<file path="src/rtl/fifo_rd_packer_pkg.sv">
// Shared types and helpers for the FIFO read-side packer.
//   pk_state_t : packer FSM state (FILL collects lanes, HOLD presents a word)
//   keep_mask  : low-ones mask with 'count' bits set, sized for the widest word
package fifo_rd_packer_pkg;

  typedef enum logic {
    FILL = 1'b0,
    HOLD = 1'b1
  } pk_state_t;

  // Widest lane count the mask helper supports; callers slice to PACK bits.
  localparam int unsigned KEEP_MAX = 32;

  function automatic logic [KEEP_MAX-1:0] keep_mask(input int unsigned count);
    logic [KEEP_MAX-1:0] m;
    m = '0;
    for (int unsigned i = 0; i < KEEP_MAX; i++) begin
      if (i < count) m[i] = 1'b1;
    end
    return m;
  endfunction

endpackage

</file>
<file path="src/rtl/fifo_rd_packer_pacer.sv">
// Read pacer: tracks idle cycles since the last FIFO pop so reads never
// come closer than the FIFO's own read-idle spacing.
//   rclk   : read-domain clock
//   rrst   : synchronous active-high reset
//   pop    : a pop is taken this cycle (clears the count)
//   pop_ok : enough idle cycles have elapsed for another pop
module rd_pacer #(
  parameter int READ_GAP = 4
) (
  input  logic rclk,
  input  logic rrst,
  input  logic pop,
  output logic pop_ok
);

  localparam int GW = (READ_GAP > 0) ? $clog2(READ_GAP + 1) : 1;

  logic [GW-1:0] gap_cnt_q, gap_cnt_d;

  // Saturating up-counter, restarted by every pop.
  always_comb begin
    gap_cnt_d = gap_cnt_q;
    if (pop)                             gap_cnt_d = '0;
    else if (gap_cnt_q != GW'(READ_GAP)) gap_cnt_d = gap_cnt_q + GW'(1);
  end

  always_ff @(posedge rclk) begin
    if (rrst) gap_cnt_q <= '0;
    else      gap_cnt_q <= gap_cnt_d;
  end

  assign pop_ok = (gap_cnt_q == GW'(READ_GAP));

endmodule

</file>
<file path="src/rtl/fifo_rd_packer.sv">
// FIFO read-side packer: pops bytes from the async FIFO read port at the
// FIFO's minimum read spacing, packs PACK lanes little-endian into one word
// and presents it on a valid/ready master with a lane-keep mask. 'flush'
// closes a partially filled word early.
//   rclk, rrst         : clock, synchronous active-high reset
//   rempty, rdata      : FIFO empty flag and head data
//   rinc               : FIFO read increment (one-cycle pulse per pop)
//   flush              : close the current partial word
//   m_data/m_keep      : packed word and lane-valid mask
//   m_valid/m_ready    : output handshake
//   busy               : partial word held or word pending
module fifo_rd_packer
  import fifo_rd_packer_pkg::*;
#(
  parameter int DSIZE    = 8,
  parameter int PACK     = 4,
  parameter int READ_GAP = 4
) (
  input  logic                  rclk,
  input  logic                  rrst,
  input  logic                  rempty,
  input  logic [DSIZE-1:0]      rdata,
  output logic                  rinc,
  input  logic                  flush,
  output logic [DSIZE*PACK-1:0] m_data,
  output logic [PACK-1:0]       m_keep,
  output logic                  m_valid,
  input  logic                  m_ready,
  output logic                  busy
);

  localparam int LW = $clog2(PACK);

  pk_state_t             state_q, state_d;
  logic [LW-1:0]         lane_idx_q, lane_idx_d;
  logic [DSIZE*PACK-1:0] data_q, data_d;
  logic [PACK-1:0]       keep_q, keep_d;
  logic                  valid_q, valid_d;
  logic                  pop_ok, pop;
  int unsigned           fill_cnt;
  logic [KEEP_MAX-1:0]   mask_w;
  logic                  unused_mask;

  rd_pacer #(.READ_GAP(READ_GAP)) u_pacer (
    .rclk   (rclk),
    .rrst   (rrst),
    .pop    (pop),
    .pop_ok (pop_ok)
  );

  // Gated by reset so a FIFO byte is never consumed while the packer discards.
  assign pop  = (state_q == FILL) && pop_ok && !rempty && !rrst;
  assign rinc = pop;

  always_comb begin
    state_d    = state_q;
    lane_idx_d = lane_idx_q;
    data_d     = data_q;
    keep_d     = keep_q;
    valid_d    = valid_q;
    // Lanes filled once this cycle's pop (if any) lands.
    fill_cnt   = {{(32-LW){1'b0}}, lane_idx_q} + {31'b0, pop};
    mask_w     = keep_mask(fill_cnt);
    case (state_q)
      FILL: begin
        if (pop) begin
          for (int i = 0; i < PACK; i++) begin
            if (lane_idx_q == LW'(i)) data_d[i*DSIZE +: DSIZE] = rdata;
          end
          lane_idx_d = lane_idx_q + LW'(1);
        end
        // Full word, or flush with at least one lane (empty flush is dropped).
        if ((pop && lane_idx_q == LW'(PACK-1)) || (flush && fill_cnt != 0)) begin
          state_d    = HOLD;
          valid_d    = 1'b1;
          keep_d     = mask_w[PACK-1:0];
          lane_idx_d = '0;
        end
      end
      HOLD: begin
        if (m_ready) begin
          state_d    = FILL;
          valid_d    = 1'b0;
          data_d     = '0;
          keep_d     = '0;
          lane_idx_d = '0;
        end
      end
      default: state_d = FILL;
    endcase
  end

  always_ff @(posedge rclk) begin
    if (rrst) begin
      state_q    <= FILL;
      lane_idx_q <= '0;
      data_q     <= '0;
      keep_q     <= '0;
      valid_q    <= 1'b0;
    end else begin
      state_q    <= state_d;
      lane_idx_q <= lane_idx_d;
      data_q     <= data_d;
      keep_q     <= keep_d;
      valid_q    <= valid_d;
    end
  end

  assign unused_mask = ^mask_w[KEEP_MAX-1:PACK];

  assign m_data  = data_q;
  assign m_keep  = keep_q;
  assign m_valid = valid_q;
  assign busy    = (state_q == HOLD) || (lane_idx_q != '0);

endmodule

</file>
<file path="config.mk">
export PLATFORM = sky130hd
export DESIGN_NAME = fifo_rd_packer
export DESIGN_NICKNAME = d
export VERILOG_FILES = /design/src/rtl/fifo_rd_packer_pkg.sv /design/src/rtl/fifo_rd_packer_pacer.sv /design/src/rtl/fifo_rd_packer.sv
export SDC_FILE = /design/constraint.sdc
export NUM_CORES = 1
export LEC_CHECK = 0
export BUFFER_PORTS_ARGS = -buffer_cell sky130_fd_sc_hd__clkbuf_2
export CAP_MARGIN = 10
export CORE_UTILIZATION = 54
export CTS_CLUSTER_DIAMETER = 100
export DETAILED_ROUTE_END_ITERATION = 10
export PLACE_DENSITY = 0.94
export SLEW_MARGIN = 40
export SYNTH_ARGS = -nofsm -noshare
export SYNTH_HDL_FRONTEND = slang
export SYNTH_SLANG_ARGS = --single-unit
</file>
<file path="constraint.sdc">
create_clock -name rclk -period 4.5 [get_ports rclk]
set_clock_uncertainty 0.2 [all_clocks]
set_input_delay 0 -clock rclk [delete_from_list [all_inputs] [get_ports rclk]]
set_output_delay 0 -clock rclk [all_outputs]
set_load 0.05 [all_outputs]
</file>
# Word-level counts from Yosys, hierarchy flattened
# Index checks and enable logic that the tools add are counted.
[op_classes]
n_eq_ne = 13
addsub = 3
n_reduce_logical = 19
n_lt_le_gt_ge = 4
bitwise = 1
muxes = 24
[op_table]
columns = ["operator", "n"]
rows = [
  ["32-bit two-way mux", 2],
  ["32-bit case mux with 2 select lines", 1],
  ["8-bit two-way mux", 4],
  ["32-bit nonzero test", 1],
  ["3-bit AND reduction", 4],
  ["2-bit by 1-bit != test with 1-bit output (second input constant)", 5],
  ["1-bit two-way mux", 8],
  ["4-bit two-way mux", 2],
  ["4-bit case mux with 2 select lines", 1],
  ["1-bit by 3-bit < comparator with 1-bit output (first input constant)", 2],
  ["2-bit by 3-bit < comparator with 1-bit output (first input constant)", 2],
  ["2-bit two-way mux", 3],
  ["1-bit logical AND", 5],
  ["2-bit == test (second input constant)", 2],
  ["2-bit != test (second input constant)", 2],
  ["1-bit case mux with 2 select lines", 2],
  ["2-bit case mux with 2 select lines", 1],
  ["2-bit AND reduction", 2],
  ["2-bit by 1-bit adder with 3-bit output", 1],
  ["3-bit by 1-bit adder with 3-bit output (second input constant)", 1],
  ["3-bit == test (second input constant)", 1],
  ["3-bit by 2-bit != test with 1-bit output (second input constant)", 1],
  ["3-bit != test (second input constant)", 1],
  ["2-bit by 1-bit adder with 2-bit output (second input constant)", 1],
  ["7 further kinds", 9],
]
[word_totals]
reg_bits = 43
inputBits = 13

# Logic depth before layout (Yosys ltp)
[logic_depth]
depth_word = 10
ltp_mapped = 12
depth_no_buf = 11

# Hierarchy
# Synthesis repeated with hierarchy kept, for this count alone.
[hier_totals]
hier_cells = 207
hier_area_um2 = 1965.6
[by_module_without_submodules]
columns = ["module", "cells_each", "n_inst", "seq_area_each_um2", "area_each_um2"]
rows = [
  ["fifo_rd_packer", 190, 1, 800.8, 1796.7],
  ["rd_pacer", 17, 1, 60.1, 168.9],
]

# Worst setup path after synthesis
# No wires, ideal clock.
[synth_timing]
path_kind = "reg2reg"
startpoint = "reg u_pacer.gap_cnt_q[0]"
endpoint = "reg lane_idx_q[0]"
path_stages_with_launch = 12
required_ns = 4.241
setup_slack_ns = 1.246
n_path_buf = 0
arrival_time_ns = 2.995
cell_sequence = "dfxtp_1 -> inv_1 -> ha_1 -> nand4bb_4 -> nor2_1 -> ha_1 -> inv_1 -> ha_1 -> or3_1 -> and2_1 -> nor4_1 -> mux2_2"
[synth_between]
elab_chain_len = 10
word_cells_on_any_way = 13
[synth_rtl]
columns = ["item", "line", "rtl"]
rows = [
  ["from (decl)", "fifo_rd_packer_pacer.sv:18", "logic [GW-1:0] gap_cnt_q, gap_cnt_d;"],
  ["from (signal assigned)", "fifo_rd_packer_pacer.sv:29", "else gap_cnt_q <= gap_cnt_d;"],
  ["3-bit == test *", "fifo_rd_packer_pacer.sv:32", "assign pop_ok = (gap_cnt_q == GW'(READ_GAP));"],
  ["1-bit logical AND * (3 in series)", "fifo_rd_packer.sv:52", "assign pop = (state_q == FILL) && pop_ok && !rempty && !rrst;"],
  ["named net rinc", "fifo_rd_packer.sv:23", "output logic rinc,"],
  ["2-bit by 1-bit adder with 3-bit output", "fifo_rd_packer.sv:62", "fill_cnt = {{(32-LW){1'b0}}, lane_idx_q} + {31'b0, pop};"],
  ["32-bit nonzero test", "fifo_rd_packer.sv:73", "if ((pop && lane_idx_q == LW'(PACK-1)) || (flush && fill_cnt != 0)) begin"],
  ["1-bit logical AND", "fifo_rd_packer.sv:73", ""],
  ["1-bit logical OR", "fifo_rd_packer.sv:73", ""],
  ["2-bit two-way mux / 3-bit by 2-bit != test with 1-bit output (equally long branches)", "-", ""],
  ["2-bit case mux with 2 select lines / 2-bit AND reduction (equally long branches)", "-", ""],
  ["to (signal assigned)", "fifo_rd_packer.sv:102", "lane_idx_q <= lane_idx_d;"],
  ["to (decl)", "fifo_rd_packer.sv:35", "logic [LW-1:0] lane_idx_q, lane_idx_d;"],
]
# The timed path passes the listed nets; every way through them passes the cells marked *.
# A chain may end at the register's enable or synchronous reset.

# Worst setup path after layout
[layout_timing]
startpoint = "reg u_pacer.gap_cnt_q[0]"
endpoint = "reg keep_q[3], in the netlist m_keep[3]"
[layout_between]
elab_chain_len = 10
word_cells_on_any_way = 15
[layout_rtl]
columns = ["item", "line", "rtl"]
rows = [
  ["3-bit == test *", "fifo_rd_packer_pacer.sv:32", ""],
  ["1-bit logical AND * (3 in series)", "fifo_rd_packer.sv:52", ""],
  ["parallel branches: the longest is 6 deep, another holds 2-bit by 1-bit adder with 3-bit output", "-", ""],
  ["to (signal assigned)", "fifo_rd_packer.sv:104", "keep_q <= keep_d;"],
  ["to (decl)", "fifo_rd_packer.sv:37", "logic [PACK-1:0] keep_q, keep_d;"],
]
# Every way passes the cells marked *. The select of a mux whose other input is x is not followed.

==> results.sh <==
export IMPL_status="complete, no violations"
export IMPL_switching_share=0.248
export IMPL_hp_class="in2reg"
export IMPL_grt_pass1_vias=1436
export IMPL_synth_flop_cell="dfxtp_1"
export IMPL_ys_warn_count=0
export IMPL_fin_nets=297
export IMPL_drt_pass1_iterations=4
export IMPL_drc=0
export IMPL_yosys_area_share_simple=0.249
export IMPL_wl_per_cell_um=12.4
export IMPL_fp_dieW_um=59.6
export IMPL_hpwlAfterDp_um=2740
export IMPL_synth_edff_count=0
export IMPL_p_leak_nw=0.952
export IMPL_whs_ns=0.236
export IMPL_synth_seq_cells=43
export IMPL_reg2reg_from="u_pacer.gap_cnt_q[0]"
export IMPL_final_util=0.731
export IMPL_critical_path_endpoint="m_keep[3]"
export IMPL_die_h_um=59.6
export IMPL_startpoint="u_pacer.gap_cnt_q[0]"
export IMPL_powerDensity_nw_per_um2=274
export IMPL_hold_viol=0
export IMPL_fin_area_um2=2270
export IMPL_maxSlewHeadroom=0.513
export IMPL_synth_compound_area_frac=0.139
export IMPL_synth_mux_area_frac=0.0230
export IMPL_post_cts_buffers=0
export IMPL_drt_met1_wl_um=1760
export IMPL_finalWorstSetupSlack_ns=1.67
export IMPL_worst_pin_slew_ns=0.728
export IMPL_grt_overflow=0
export IMPL_worstPathRequired_ns=4.59
export IMPL_antenna_found_initial=0
export IMPL_placedCellCount=299
export IMPL_ir_drop_v=0.000147
export IMPL_root_buffer="clkbuf_4"
export IMPL_start_util=0.577
export IMPL_die_area_um2=3550
export IMPL_avgSynthCellArea_um2=8.41
export IMPL_pin_count=52
export IMPL_vias=1658
export IMPL_core_um2=3100
export IMPL_cp_arrival_ns=2.92
export IMPL_wl_met3_um=217
export IMPL_r2r_cells=11
export IMPL_p_seq_frac=0.626
export IMPL_top_layer="met4"
export IMPL_synthXorXnorAreaFrac=0
export IMPL_fin_cells=320
export IMPL_synth_top_family_by_area="simple AND/OR/NAND/NOR gates"
export IMPL_clock_sinks=43
export IMPL_reg2reg_to="m_keep[3]"
export IMPL_synthAdderAreaFrac=0.0628
export IMPL_antennaDiodeCount=0
export IMPL_r2r_setup_slack_ns=1.67
export IMPL_combPwrFrac=0.088
export IMPL_ys_seq_area_frac=0.480
export IMPL_p_int_mw=0.467
export IMPL_wl_met2_um=1910
export IMPL_switching_power_mw=0.154
export IMPL_viasPerCell=5.18
export IMPL_drive_gt1_frac=0.239
export IMPL_post_route_min_period_ns=2.83
export IMPL_drt_wl_total_um=3980
export IMPL_ant_nets=0
export IMPL_fmax_mhz=354
export IMPL_netlist_area_um2=1790
export IMPL_cts_buffers=5
export IMPL_tns_ns=0
export IMPL_fp_row_count=20
export IMPL_setup_viol=0
export IMPL_grt_usage=0.246
export IMPL_cts_htree_levels=2
export IMPL_setup_worst_path_start_class="flip-flop"
export IMPL_n_fill_cell=242
export IMPL_grt_max_degree=30
export IMPL_power_mw=0.621
export IMPL_p_clk_frac=0.286
export IMPL_pre_cts_ws_ns=1.65
export IMPL_gp_congestion=0.836
export IMPL_portBuffers=51
export IMPL_worst_setup_path_end_kind="flip-flop"
export IMPL_clockBufferDepth=2
export IMPL_crit_type="reg2reg"
export IMPL_fin_crit_sh=0.628
export IMPL_cts_tree="built"
export IMPL_synth_cell_type_count=33
export IMPL_clk_pin_slew_worst_paths_ns=0.12
export IMPL_drt_iter0_drc=117
export IMPL_rsz0062_at_grt="false"
export IMPL_placed_area_um2=2080
export IMPL_drv_slew=0
export IMPL_clk_latency_ns=0.35
export IMPL_synth_async_reset_ratio=0
export IMPL_timing_max_cap_violations=0
export IMPL_syn_inst=213
export IMPL_grt_pass1_wl_um=6430
export IMPL_syn_to_final_growth_pct=26.5
export IMPL_synth_fp_nets=235
export IMPL_crit_fanout=6
-- layout make-up --
cell class,instances,area (um2),area share
Timing Repair Buffer,68,415,0.183
Clock inverter,2,12.5,0.00552
Clock buffer,6,41.3,0.0182
Inverter,6,22.5,0.00993
Sequential cell,43,861,0.380
Tap cell,44,55.1,0.0243
Multi-Input combinational cell,151,860,0.379
-- placed cells by master, fill, tap and decap left out, drive strengths merged, types with 2 or more instances in the layout --
cell / instances
o31ai: 2
nor2b: 2
nand2b: 2
inv: 6
nor2: 8
dlygate4sd3: 13
a21oi: 11
nor3b: 2
buf: 4
nand4: 3
o21ai: 26
mux2i: 3
nand3: 11
nand3b: 2
dfxtp: 43
clkbuf: 57
and2: 2
nand2: 56
ha: 9
-- state kept, by name, summed over array words and instances, names as in the netlist --
name,cells
m_data,32
m_keep,4
u_pacer.gap_cnt_q,3
lane_idx_q,2
m_valid,1
state_q,1
-- what timing repair did --
item / CTS / global route
gates resized for setup: 0 / 0
endpoints found under the hold margin: 42 / 0
hold buffers: 13 / 0
-- kinds of logic (layout without fill, tap and decap cells) --
group | after synthesis | count (layout)
flops | 43 | 43
compound gates | 44 | 44
fa+ha+maj | 9 | 9
simple gates | 94 | 94
buf+inv | 19 | 82
mux | 4 | 4
-- cells in the mapped netlist, drive strengths merged (2+ instances only) --
library cell | n | area (um2)
nand4 | 3 | 18.8
nor2 | 8 | 30.0
mux2i | 3 | 30.0
buf | 6 | 33.8
clkbuf | 7 | 26.3
o31ai | 2 | 15.0
nand3b | 2 | 15.0
nor2b | 2 | 12.5
inv | 6 | 22.5
nand2 | 56 | 210
nor3b | 2 | 15.0
ha | 9 | 113
nand3 | 11 | 55.1
nand2b | 2 | 12.5
dfxtp | 43 | 861
a21oi | 11 | 55.1
o21ai | 26 | 130
and2 | 2 | 12.5
-- worst min path at each step --
stage,start,endpoint,slack [ns],cells past startpoint
6_report,rdata[2],m_data[2],0.24,4
4_1_cts,rdata[0],m_data[0],0.22,4
5_1_grt,rdata[7],m_data[7],0.26,4
2_1_floorplan,rdata[0],m_data[0],-0.09,2
3_5_place_dp,rdata[0],m_data[16],0.06,3
3_3_place_gp,rdata[0],m_data[0],0.05,3
-- per-layer routing --
layer  track usage  up-vias
met5             0        -
met2         0.406       49
met1         0.302      758
li1              -      841
met3        0.0655       10
met4         0.106        0
-- worst max-delay path: stages, from the launching register on --
cell and delay [ns]:
dfxtp_1 0.35, inv_1 0.06, ha_1 0.26, nand4bb_4 0.18, nor2_1 0.16, ha_1 0.19, inv_1 0.05, ha_1 0.28
or3_1 0.37, nand3b_1 0.15, and2_0 0.32, mux2i_1 0.21
-- power by group through the flow --
stage	clock, mW	combinational [mW]	sequential [mW]
global route	0.204	0.0598	0.390
finish	0.178	0.0548	0.389
floorplan	0	0.0274	0.400
CTS	0.182	0.0539	0.389
detailed placement	0	0.0459	0.397
global placement	0	0.0443	0.397
No activity file was read; power rests on OpenSTA's default activity.
